`src/rtl/spi_apb_pkg.sv`:
```
// Shared constants for the APB initiator: one-hot state encoding and the SPI slave register map.
package spi_apb_pkg;

  localparam int STATE_IDLE   = 0;
  localparam int STATE_SETUP  = 1;
  localparam int STATE_ACCESS = 2;

  typedef enum logic [2:0] {
    S_IDLE   = 3'b001,
    S_SETUP  = 3'b010,
    S_ACCESS = 3'b100
  } state_t;

  localparam logic [31:0] SPI_BASE = 32'ha0300000;
  localparam logic [31:0] SPI_CR1  = 32'd0;
  localparam logic [31:0] SPI_CR2  = 32'd4;
  localparam logic [31:0] SPI_SPR  = 32'd8;
  localparam logic [31:0] SPI_SR   = 32'd12;
  localparam logic [31:0] SPI_DR   = 32'd16;

  function automatic logic [31:0] spi_reg_addr(input logic [31:0] offset);
    return SPI_BASE + offset;
  endfunction

endpackage

```
`src/rtl/spi_apb_wait_timer.sv`:
```
// Counts ACCESS wait cycles; expired flags the last allowed wait cycle. Saturating, never wraps.
module spi_apb_wait_timer #(
  parameter int TIMEOUT_CYCLE = 6
) (
  input  logic i_clk,
  input  logic i_rst,
  input  logic i_clear,
  input  logic i_cnt_en,
  output logic o_expired
);

  localparam int CW = (TIMEOUT_CYCLE > 0) ? $clog2(TIMEOUT_CYCLE + 1) : 1;
  localparam logic [CW-1:0] CNT_MAX  = CW'(TIMEOUT_CYCLE);
  localparam logic [CW-1:0] CNT_LAST = (TIMEOUT_CYCLE > 0) ? CW'(TIMEOUT_CYCLE - 1) : '0;

  logic [CW-1:0] r_cnt;

  always_ff @(posedge i_clk or posedge i_rst) begin
    if (i_rst) begin
      r_cnt <= '0;
    end else if (i_clear) begin
      r_cnt <= '0;
    end else if (i_cnt_en && (r_cnt != CNT_MAX)) begin
      r_cnt <= r_cnt + 1'b1;
    end
  end

  assign o_expired = (TIMEOUT_CYCLE != 0) && (r_cnt == CNT_LAST);

endmodule

```
`src/rtl/spi_apb_master.sv`:
```
// APB3 initiator: one command at a time, 3 cycles minimum plus slave wait states, bounded by a timeout.
// cmd_ready_out is high only in IDLE; exactly one registered response pulse per accepted command.
module spi_apb_master
  import spi_apb_pkg::*;
#(
  parameter int APB_DATA_WIDTH = 32,
  parameter int APB_ADDR_WIDTH = 32,
  parameter int TIMEOUT_CYCLE  = 6
) (
  input  logic                        apb_clk_in,
  input  logic                        apb_rst_in,
  input  logic                        cmd_valid_in,
  output logic                        cmd_ready_out,
  input  logic                        cmd_write_in,
  input  logic [APB_ADDR_WIDTH-1:0]   cmd_addr_in,
  input  logic [APB_DATA_WIDTH-1:0]   cmd_wdata_in,
  input  logic [APB_DATA_WIDTH/8-1:0] cmd_strb_in,
  output logic                        rsp_valid_out,
  output logic [APB_DATA_WIDTH-1:0]   rsp_rdata_out,
  output logic                        rsp_err_out,
  output logic                        rsp_timeout_out,
  output logic [APB_ADDR_WIDTH-1:0]   apb_addr_out,
  output logic                        apb_psel_out,
  output logic                        apb_penable_out,
  output logic                        apb_write_out,
  output logic [APB_DATA_WIDTH-1:0]   apb_wdata_out,
  output logic [APB_DATA_WIDTH/8-1:0] apb_strb_out,
  input  logic [APB_DATA_WIDTH-1:0]   apb_rdata_in,
  input  logic                        apb_ready_in,
  input  logic                        apb_slverr_in
);

  state_t r_state;
  state_t w_state_nxt;
  logic   w_accept;
  logic   w_done;
  logic   w_abort;
  logic   w_expired;

  logic                        r_psel;
  logic                        r_penable;
  logic                        r_write;
  logic [APB_ADDR_WIDTH-1:0]   r_addr;
  logic [APB_DATA_WIDTH-1:0]   r_wdata;
  logic [APB_DATA_WIDTH/8-1:0] r_strb;
  logic                        r_rsp_valid;
  logic [APB_DATA_WIDTH-1:0]   r_rsp_rdata;
  logic                        r_rsp_err;
  logic                        r_rsp_timeout;

  always_ff @(posedge apb_clk_in or posedge apb_rst_in) begin
    if (apb_rst_in) begin
      r_state <= S_IDLE;
    end else begin
      r_state <= w_state_nxt;
    end
  end

  always_comb begin
    w_state_nxt = r_state;
    w_accept    = 1'b0;
    w_done      = 1'b0;
    w_abort     = 1'b0;
    case (r_state)
      S_IDLE: begin
        if (cmd_valid_in) begin
          w_accept    = 1'b1;
          w_state_nxt = S_SETUP;
        end
      end
      S_SETUP: w_state_nxt = S_ACCESS;
      S_ACCESS: begin
        // ready takes priority over a timeout landing on the same edge
        if (apb_ready_in) begin
          w_done      = 1'b1;
          w_state_nxt = S_IDLE;
        end else if (w_expired) begin
          w_abort     = 1'b1;
          w_state_nxt = S_IDLE;
        end
      end
      default: w_state_nxt = S_IDLE;
    endcase
  end

  spi_apb_wait_timer #(
    .TIMEOUT_CYCLE(TIMEOUT_CYCLE)
  ) u_wait_timer (
    .i_clk     (apb_clk_in),
    .i_rst     (apb_rst_in),
    .i_clear   (r_state[STATE_SETUP]),
    .i_cnt_en  (r_state[STATE_ACCESS] & ~apb_ready_in),
    .o_expired (w_expired)
  );

  always_ff @(posedge apb_clk_in or posedge apb_rst_in) begin
    if (apb_rst_in) begin
      r_psel        <= 1'b0;
      r_penable     <= 1'b0;
      r_write       <= 1'b0;
      r_addr        <= '0;
      r_wdata       <= '0;
      r_strb        <= '0;
      r_rsp_valid   <= 1'b0;
      r_rsp_rdata   <= '0;
      r_rsp_err     <= 1'b0;
      r_rsp_timeout <= 1'b0;
    end else begin
      r_rsp_valid <= w_done | w_abort;
      if (w_accept) begin
        r_psel  <= 1'b1;
        r_write <= cmd_write_in;
        r_addr  <= cmd_addr_in;
        r_wdata <= cmd_write_in ? cmd_wdata_in : '0;
        r_strb  <= cmd_write_in ? cmd_strb_in : '0;
      end
      if (r_state[STATE_SETUP]) begin
        r_penable <= 1'b1;
      end
      if (w_done || w_abort) begin
        r_psel    <= 1'b0;
        r_penable <= 1'b0;
      end
      if (w_done) begin
        r_rsp_err     <= apb_slverr_in;
        r_rsp_timeout <= 1'b0;
        r_rsp_rdata   <= (!r_write && !apb_slverr_in) ? apb_rdata_in : '0;
      end else if (w_abort) begin
        r_rsp_err     <= 1'b1;
        r_rsp_timeout <= 1'b1;
        r_rsp_rdata   <= '0;
      end
    end
  end

  assign cmd_ready_out   = r_state[STATE_IDLE];
  assign apb_psel_out    = r_psel;
  assign apb_penable_out = r_penable;
  assign apb_write_out   = r_write;
  assign apb_addr_out    = r_addr;
  assign apb_wdata_out   = r_wdata;
  assign apb_strb_out    = r_strb;
  assign rsp_valid_out   = r_rsp_valid;
  assign rsp_rdata_out   = r_rsp_rdata;
  assign rsp_err_out     = r_rsp_err;
  assign rsp_timeout_out = r_rsp_timeout;

endmodule

```
`config.mk`:
```
export PLATFORM = sky130hd
export DESIGN_NAME = spi_apb_master
export DESIGN_NICKNAME = d
export VERILOG_FILES = /design/src/rtl/spi_apb_pkg.sv /design/src/rtl/spi_apb_wait_timer.sv /design/src/rtl/spi_apb_master.sv
export SDC_FILE = /design/constraint.sdc
export NUM_CORES = 1
export LEC_CHECK = 0
export ABC_AREA = 1
export CORE_ASPECT_RATIO = 0.8
export CORE_MARGIN = 2
export CORE_UTILIZATION = 25
export CTS_CLUSTER_SIZE = 25
export DETAILED_ROUTE_END_ITERATION = 8
export GPL_ROUTABILITY_DRIVEN = 0
export PLACE_DENSITY = 0.55
export SYNTH_ARGS = -nofsm -noshare
export SYNTH_HDL_FRONTEND = slang
export SYNTH_SLANG_ARGS = --single-unit
```
`constraint.sdc`:
```
create_clock -name apb_clk_in -period 9.1 [get_ports apb_clk_in]
set_input_delay 2.275 -clock apb_clk_in [delete_from_list [all_inputs] [get_ports apb_clk_in]]
set_output_delay 2.275 -clock apb_clk_in [all_outputs]
set_load 0.01 [all_outputs]
```
==> flow_summary.yaml, run 1 <==
logic_synthesis:
  synth_edf_count: 0
  ys_seq_area_frac: 0.560
  synth_common_cells: "286 x nand2_1, 111 x dfrtp_1, 77 x nand3_1"
  yosys.area.top_type: "dfrtp_1"
  synth_flop_cell: "dfrtp_1"
  yosys_warnings: 0
  synth_area_sq_mm: 0.00501
  async_reset_ff_frac: 1.00
  synth_top_area_frac: 0.555
  syn_area_per_cell_sq_um: 7.75
  synth.most_common_cell: "nand2_1"
  syn_nets: 755
  synthCells: 646
  ys_ff_latch: 112
  synth_area_leaders: "dfrtp_1 55%, nand2_1 21%, nand3_1 7.7%"
  yosysUniqueCellTypes: 19
critical_path:
  worstPathCellList: "clkdlybuf4s50_1"
  r2r_start: "r_state[0]"
  crit_path_top_delay_cell: "clkdlybuf4s50_1"
  rrSetupSlack_ns: 7.43
  max_stage_delay_ns: 0.58
  cp_data_arrival_time_ns: 1.49
  cp_num_buf_inv: 1
  required_ns: 6.83
  path_class: "register to output port"
  ff2ff_path_depth: 5
  startpoint_type: "register"
  crit_fanout: 4
  critPathCaptureType: "output port"
  critical_path.top_delay_family: "buffers and inverters"
  rr_endpoint: "apb_addr_out[26]"
power_and_ir_drop:
  power_density_mw_per_mm2: 280
  ir_worst_vdd_mv: 0.162
  intPower_mw: 1.36
  p_leak_nw: 4.02
  p_seq_frac: 0.384
  p_switching_mw: 0.764
  p_comb_frac: 0.440
  clkPwrFrac: 0.176
  switching_share: 0.359
run_status:
  status: "completed"
floorplanning:
  placementRows: 46
  fp.dieH_microns: 131
  die_x_microns: 162
  initial_core_util: 0.254
  die_area_sq_mm: 0.0212
  io_pins: 213
  core_sq_mm: 0.0197
clocking:
  cts_resized: 0
  cts_setup_buffers: 0
  numCtsBuffers: 9
  cts_tree: "yes"
  cts_sinks: 112
  path_clk_slew_ns: 0.07
  insertion_delay_ns: 0.35
  cts_root_buf: "clkbuf_16"
  ctsHoldBuffers: 0
  cts_buffer_depth: 2
  cts_max_level: 3
final_layout:
  area_growth_pct: 51.7
  diodes: 0
  final_nets: 948
  drive_gt1_frac: 0.0368
  finalInstanceArea_sq_mm: 0.00760
  instances_no_fill: 1106
  fill_cells: 2084
worst_hold_path:
  hold_depth: 2
  hp-class: "register to register"
  whs_endpoint: "rsp_rdata_out[24]"
  hold_start: "rsp_rdata_out[24]"
job:
  cap_violations: 0
global_routing:
  antenna_found_initial: 0
  track_usage: 0.136
  first_global_vias: 4393
  grt_max_degree: 72
  grt_overflow: 0
  grt_first_pass_wirelength_microns: 22800
drt:
  routed_wl_microns: 14100
  antenna_left: 0
  vias_per_cell: 3.99
  wl_per_cell_microns: 12.7
  drtPass1Iterations: 4
  first_iter_violations: 316
  remaining_drc_errors: 0
  via_count: 4418
timing:
  relSlewSlack: 0.434
  rsz0062_at_grt: "false"
  min_period_ns: 3.77
  tightest_slew_ns: 0.849
  fin_setup_tns_ns: 0
  hold_viol: 0
  holdWs_ns: 0.472
  slew_violations: 0
  fin_crit_sh: 0.414
  skew_ns: 0.0118
  setup_violations: 0
  max_clock_freq_ghz: 0.266
place:
  io_buffers: 212
  dp_cells: 1092
  dp_hpwl_microns: 9230
  place_area_sq_mm: 0.00733
sequential cells by signal, indices dropped and copies added, names as in the netlist, 3 cells and up:
signal	cells
r_state	3
u_wait_timer.r_cnt	3
apb_strb_out	4
apb_addr_out	32
apb_wdata_out	32
rsp_rdata_out	32
area by class of cell:
type                       instances  area [sq um]  share of cell area
tap                              264           330              0.0435
multi-input combinational        419          1730               0.228
inverter                          78           295              0.0389
sequential                       112          2800               0.369
clock inverter                     5          42.5             0.00560
clock buffer                       9           225              0.0296
timing repair buffer             219          2170               0.286
how the worst max path moves through the flow:
stage	cells after the start	slack, ns	startpoint	to
after floorplan	1	3.87	apb_rst_in	apb_addr_out[0]
after global placement	3	4.94	apb_rst_in	rsp_rdata_out[19]
after detailed placement	3	4.92	apb_rst_in	rsp_rdata_out[20]
after CTS	3	5.29	apb_rst_in	rsp_rdata_out[9]
after global routing	3	5.14	apb_rst_in	rsp_rdata_out[9]
final	1	5.33	r_state[0]	cmd_ready_out
placed cells by master (no fill, tap or decap), types with 3 or more instances in the layout:
master,synthesis,routed
nand2_1,286,286
clkdlybuf4s50_1,0,211
dfrtp_1,111,111
nand3_1,77,77
inv_1,76,75
nor2_1,44,44
clkbuf_16,0,9
buf_4,5,7
ha_1,3,3
metal layers:
metal / GRT usage / vias up / routed length (microns)
met5: 0 / - / 0
met2: 0.215 / 127 / 6050
met3: 0.0549 / 10 / 1190
met4: 0.0328 / 0 / 140
met1: 0.175 / 1969 / 6710
li1: - / 2312 / -
per-stage QoR:
step	setup slack (ns)	total power [mW]	utilization
floorplan	3.87	1.24	-
global placement	4.94	1.78	0.371
detailed placement	4.92	1.78	0.371
CTS	5.29	2.17	0.385
global route	5.14	2.29	0.385
finish	5.33	2.13	0.385
cells by family after synthesis:
family,synth area share
adders and majority gates,0.00750
buffers and inverters,0.0947
DFF,0.560
AOI/OAI and AO/OA,0.00300
and+or+nand+nor,0.335
power groups by stage:
stage | sequential (mW) | clock (mW) | combinational (mW)
floorplan | 0.904 | 0 | 0.337
global placement | 0.823 | 0 | 0.957
detailed placement | 0.817 | 0 | 0.960
CTS | 0.819 | 0.394 | 0.958
global route | 0.846 | 0.414 | 1.03
finish | 0.817 | 0.374 | 0.937
Note: power is estimated with default switching activity, not from simulation.
==> run 2: changes to the inputs <==
Clock period 9.1 ns to 3.5 ns, I/O delays scaled along.
==> run 2 against run 1 <==
Global-route usage rose by 0.59 points. Clock skew fell by 0.0025 ns. Clock power rose to 2.9 times the previous value. Sequential cell count did not move. Combinational power rose to 2.6 times the previous value. Non-clock buffer count rose by 1. Utilization rose by 0.35 points. Critical path depth did not move. Critical endpoint unchanged. Highest routed layer unchanged.
==> flow_summary.yaml, run 2 (same netlist as run 1, synthesis figures left out) <==
run_status:
  status: "completed"
global_routing:
  grt_first_pass_wirelength_microns: 23800
  first_global_vias: 4537
  grt_overflow: 0
  track_usage: 0.142
  grt_max_degree: 113
  antenna_found_initial: 0
final_layout:
  final_nets: 949
  area_growth_pct: 53.1
  final_cell_mix: "286 x nand2_1, 211 x clkdlybuf4s50_1, 111 x dfrtp_1"
  diodes: 0
  final_common_cell: "nand2_1"
  drive_gt1_frac: 0.0402
  post-route-util: 0.388
clocking:
  cts_max_level: 3
  ctsHoldBuffers: 0
  cts_root_buf: "clkbuf_16"
  cts_buffer_depth: 2
  cts_sinks: 112
  insertion_delay_ns: 0.35
  numCtsBuffers: 9
  cts_resized: 0
  cts_setup_buffers: 0
  path_clk_slew_ns: 0.08
  cts_tree: "yes"
power_and_ir_drop:
  ir_worst_vdd_mv: 0.343
  power_mw: 5.68
  p_leak_nw: 4.04
  power_density_mw_per_mm2: 741
critical_path:
  critPathCaptureType: "output port"
  rrSetupSlack_ns: 1.27
  cp_data_arrival_time_ns: 1.49
  required_ns: 2.62
  rr_endpoint: "apb_addr_out[8]"
  critical_path.top_delay_family: "buffers and inverters"
  worstPathCellList: "clkdlybuf4s50_1"
  path_class: "register to output port"
  cp_num_cells: 1
  crit_fanout: 4
  r2r_start: "r_state[0]"
  cp_num_buf_inv: 1
  ff2ff_path_depth: 6
  crit_path_top_delay_cell: "clkdlybuf4s50_1"
  max_stage_delay_ns: 0.59
  startpoint_type: "register"
timing:
  slew_violations: 0
  min_period_ns: 2.36
  fin_setup_tns_ns: 0
  rsz0062_at_grt: "false"
  tightest_slew_ns: 0.865
  skew_ns: 0.00925
  setup_violations: 0
  hold_viol: 0
  fin_ws_ns: 1.14
  relSlewSlack: 0.423
  max_clock_freq_ghz: 0.423
  fin_crit_sh: 0.676
drt:
  wl_per_cell_microns: 13.3
  antenna_left: 0
  remaining_drc_errors: 0
  drtPass1Iterations: 4
  first_iter_violations: 314
  vias_per_cell: 4.06
  via_count: 4505
  routed_wl_microns: 14700
worst_hold_path:
  hp-class: "register to register"
  hold_depth: 2
  hold_start: "rsp_rdata_out[29]"
  whs_endpoint: "rsp_rdata_out[29]"
job:
  cap_violations: 0
place:
  pre_cts_ws_ns: 1.08
  io_buffers: 212
  dp_hpwl_microns: 9390
floorplanning:
  die_x_microns: 162
  die_area_sq_mm: 0.0212
  placementRows: 46
  initial_core_util: 0.254
  core_sq_mm: 0.0197
  io_pins: 213
  fp.dieH_microns: 131
run 2: changes by cell type in the layout (fill, tap and decap cells not counted), sizes merged:
cell      previous run  this run
buf                  8         9
bufinv               0         1
clkinv               2         1
clkinvlp             1         4
inv                 80        79
run 2: routing by layer:
metal | GRT usage | vias up | wire length [microns]
met2 | 0.218 | 147 | 6290
met3 | 0.0546 | 11 | 1310
met5 | 0 | - | 0
met1 | 0.189 | 2033 | 6960
li1 | - | 2314 | -
met4 | 0.0349 | 0 | 165
run 2: final cells by class:
| type | instances | area (sq um) |
|---|---|---|
| inverter | 78 | 297 |
| fill | 2054 | 12100 |
| sequential | 112 | 2800 |
| timing repair buffer | 220 | 2200 |
| multi-input combinational | 419 | 1730 |
| clock inverter | 7 | 77.6 |
| tap | 264 | 330 |
| clock buffer | 9 | 225 |
run 2: per-stage QoR:
stage               hold WS [ns]  cells  cell area (sq um)
floorplan                  0.509    646               5010
global placement           0.455   1093               7360
detailed placement         0.457   1093               7360
CTS                        0.478   1109               7660
global route               0.498   1109               7660
finish                     0.473   1109               7660
run 2: report_power, final:
group | total, mW | internal (mW) | switching [mW]
clock network | 1.08 | 0.563 | 0.516
logic | 2.48 | 1.27 | 1.21
registers | 2.12 | 1.82 | 0.308
run 2: worst max-delay path by stage:
stage	start	to	slack [ns]
after global placement	cmd_valid_in	apb_addr_out[19]	1.10
final	r_state[0]	cmd_ready_out	1.14
after detailed placement	cmd_valid_in	apb_addr_out[21]	1.08
after global routing	r_state[0]	apb_addr_out[9]	0.99
after CTS	r_state[0]	cmd_ready_out	1.10
after floorplan	apb_rst_in	apb_addr_out[0]	1.27
==> patch: new RTL, config.mk and constraints of run 1 <==
Make the reset (`apb_rst_in` and `i_rst`) synchronous in 3 clocked blocks.
--- a/src/rtl/spi_apb_wait_timer.sv
+++ b/src/rtl/spi_apb_wait_timer.sv
@@ -15,7 +15,7 @@
 
   logic [CW-1:0] r_cnt;
 
-  always_ff @(posedge i_clk or posedge i_rst) begin
+  always_ff @(posedge i_clk) begin
     if (i_rst) begin
       r_cnt <= '0;
     end else if (i_clear) begin
--- a/src/rtl/spi_apb_master.sv
+++ b/src/rtl/spi_apb_master.sv
@@ -48,7 +48,7 @@
   logic                        r_rsp_err;
   logic                        r_rsp_timeout;
 
-  always_ff @(posedge apb_clk_in or posedge apb_rst_in) begin
+  always_ff @(posedge apb_clk_in) begin
     if (apb_rst_in) begin
       r_state <= S_IDLE;
     end else begin
@@ -93,7 +93,7 @@
     .o_expired (w_expired)
   );
 
-  always_ff @(posedge apb_clk_in or posedge apb_rst_in) begin
+  always_ff @(posedge apb_clk_in) begin
     if (apb_rst_in) begin
       r_psel        <= 1'b0;
       r_penable     <= 1'b0;
Formal check against the unedited RTL: differs if apb_rst_in is asserted again (counterexample within 4 cycles, from zero or initial values and one cycle with apb_rst_in high); with apb_rst_in held inactive, the same outputs for 10 cycles.
==> patch against run 1 <==
- cell count barely moved
- sequential cell count is the same
- critical path depth rose by 3
- worst setup slack lost 0.17 ns
- routed wire length is 12% higher
- synthesized area shrank 4.8%
- clock skew shrank 0.0030 ns
- cell area fell by 4.1%
- count of clock-buffer cells in the layout is 4 higher
- highest routed layer is now met5
Power is not compared: it rests on default switching activity, and its combinational part moved more than twofold at a synthesized area within 25%.
==> patch: results (changes against run 1) <==
- The run finished with clean final reports.
- The net count after synthesis is 776 (+2.8%).
- The via count was 4914 (+11%).
- The critical-path maximum fanout is 43 (+39).
- The critical path is of the primary input to flop type.
- The arrival time of the worst setup path is 4.17 ns (+2.68 ns).
- The half-perimeter wire length after placement came to 9810 um (+6.3%).
- The startpoint identified for the worst register-to-register timing path is r_state[0].
- The minimum setup slack after placement is 4.70 ns (-0.220 ns).
- The pin count of the biggest net entering global routing is 74 (+2.8%).
- The worst register-to-register path ends at apb_wdata_out[27].
- The later-pin clock latency in the skew report came to 0.35 ns (about the same).
- The post-CTS setup repair buffer count is 0 (unchanged).
- The number of antenna diodes is 0 (unchanged).
- The final-layout worst hold slack is 0.447 ns (-0.0254 ns).
- The initial antenna violation count was 2 (+2).
- The overall track demand over capacity in global routing came to 15.3% (+1.7 points).
- The number of DRC markers after the initial detailed-route iteration is 257 (-19%).
- The path class of the tightest hold or removal check is flop to flop.
- The path with the worst hold slack has its endpoint at rsp_err_out.
- The number of different library cells in the post-synthesis netlist came to 23 (+4).
- The critical path starts at apb_rst_in.
- The setup slack on the worst flop-to-flop path is 6.52 ns (-0.91 ns).
- The startpoint identified for the worst hold timing path is rsp_err_out.
- On the critical path, the stage with the largest delay is an instance of sky130_fd_sc_hd__clkinv_1.
- The mean number of vias per cell is 4.45 (+11%).
- The number of iterations in the first detailed-routing pass is 5 (+1).
- The path depth of the worst reg2reg path is 5 (unchanged).
- The post-layout minimum cycle time is 3.93 ns (+0.168 ns).
- The worst clock skew on the final layout was 0.00881 ns (-0.00298 ns).
- The count of mapped cells out of synthesis is 667 (+3.3%).
- The total of cells resized after clock tree synthesis is 0 (unchanged).
- In the post-synthesis netlist, the biggest area contributors are sky130_fd_sc_hd__dfxtp_1, sky130_fd_sc_hd__nand2_1, sky130_fd_sc_hd__nand4_1.
- The wire length of the first global-routing pass is 24500 um (+7.4%).
- The wire length per cell is 14.2 um (+12%).
- The proportion of synthesized flip-flops having asynchronous set or reset is 0% (-100 points).
- The total of fill cells in the finished design is 2029 (-2.6%).
- The largest stage delay on the critical path is 0.99 ns (+0.41 ns).
- The net count reported at finish is 951 (+0.32%).
- The CTS buffer count is 9 (unchanged).
- The share of layout cells above drive strength 1 is 3.78% (+0.096 points).
- The worst max-slew margin expressed relative to the limit was 28.2% (-15 points).
- After synthesis, the most frequently instantiated cells are sky130_fd_sc_hd__nand2_1, sky130_fd_sc_hd__dfxtp_1, sky130_fd_sc_hd__inv_1.
- The via count of the first global-routing pass was 4622 (+5.2%).
- The quantity of I/O buffers inserted on ports is 212 (unchanged).
- VDD sags by at most 0.0000906 V.
- The cell area reported after detailed placement is 7000 um2 (-4.5%).
- The most critical setup path has its endpoint at rsp_rdata_out[4].
- The sequential area share after synthesis is 47.0% (-9.0 points).
==> patch: cell count changes after synthesis, sizes merged, moves of 19 or more <==
cell / run 1 / this run
clkbuf: 10 / 29
dfxtp: 0 / 112
nand4: 0 / 71
nand3: 78 / 36
a21oi: 2 / 73
nand2: 286 / 183
dfrtp: 111 / 0
==> patch: power by group through the flow <==
| stage | clock network, W | registers, W | logic [W] |
|---|---|---|---|
| global route | 0.000422 | 0.000524 | 0.000221 |
| CTS | 0.000407 | 0.000522 | 0.000205 |
| global placement | 0 | 0.000533 | 0.000204 |
| detailed placement | 0 | 0.000533 | 0.000204 |
| floorplan | 0 | 0.000542 | 0.0000873 |
| finish | 0.000387 | 0.000522 | 0.000201 |
==> patch: cell type report <==
type / instances / area (um2) / share of cell area (%)
Sequential cell: 112 / 2240 / 30.8
Timing Repair Buffer: 220 / 2170 / 29.9
Multi-Input combinational cell: 419 / 1960 / 26.9
Tap cell: 258 / 323 / 4.43
Inverter: 80 / 300 / 4.12
Clock buffer: 13 / 260 / 3.57
Clock inverter: 3 / 26.3 / 0.361
==> patch: metal layers <==
| layer | GRT usage [%] | up-vias | wire length (um) |
|---|---|---|---|
| li1 | - | 2494 | - |
| met1 | 21.0 | 2259 | 7770 |
| met2 | 23.0 | 136 | 6550 |
| met3 | 4.78 | 21 | 1090 |
| met4 | 4.61 | 4 | 281 |
| met5 | 0 | - | 32 |
==> patch: cells by family after synthesis <==
group | Yosys count | synth area share (%)
AND/OR/NAND/NOR | 339 | 32.0
buffers and inverters | 136 | 11.9
flip-flops | 112 | 47.0
AO/OA/AOI/OAI | 76 | 8.11
adder cells (fa/ha/maj) | 3 | 0.787
XOR/XNOR | 1 | 0.184
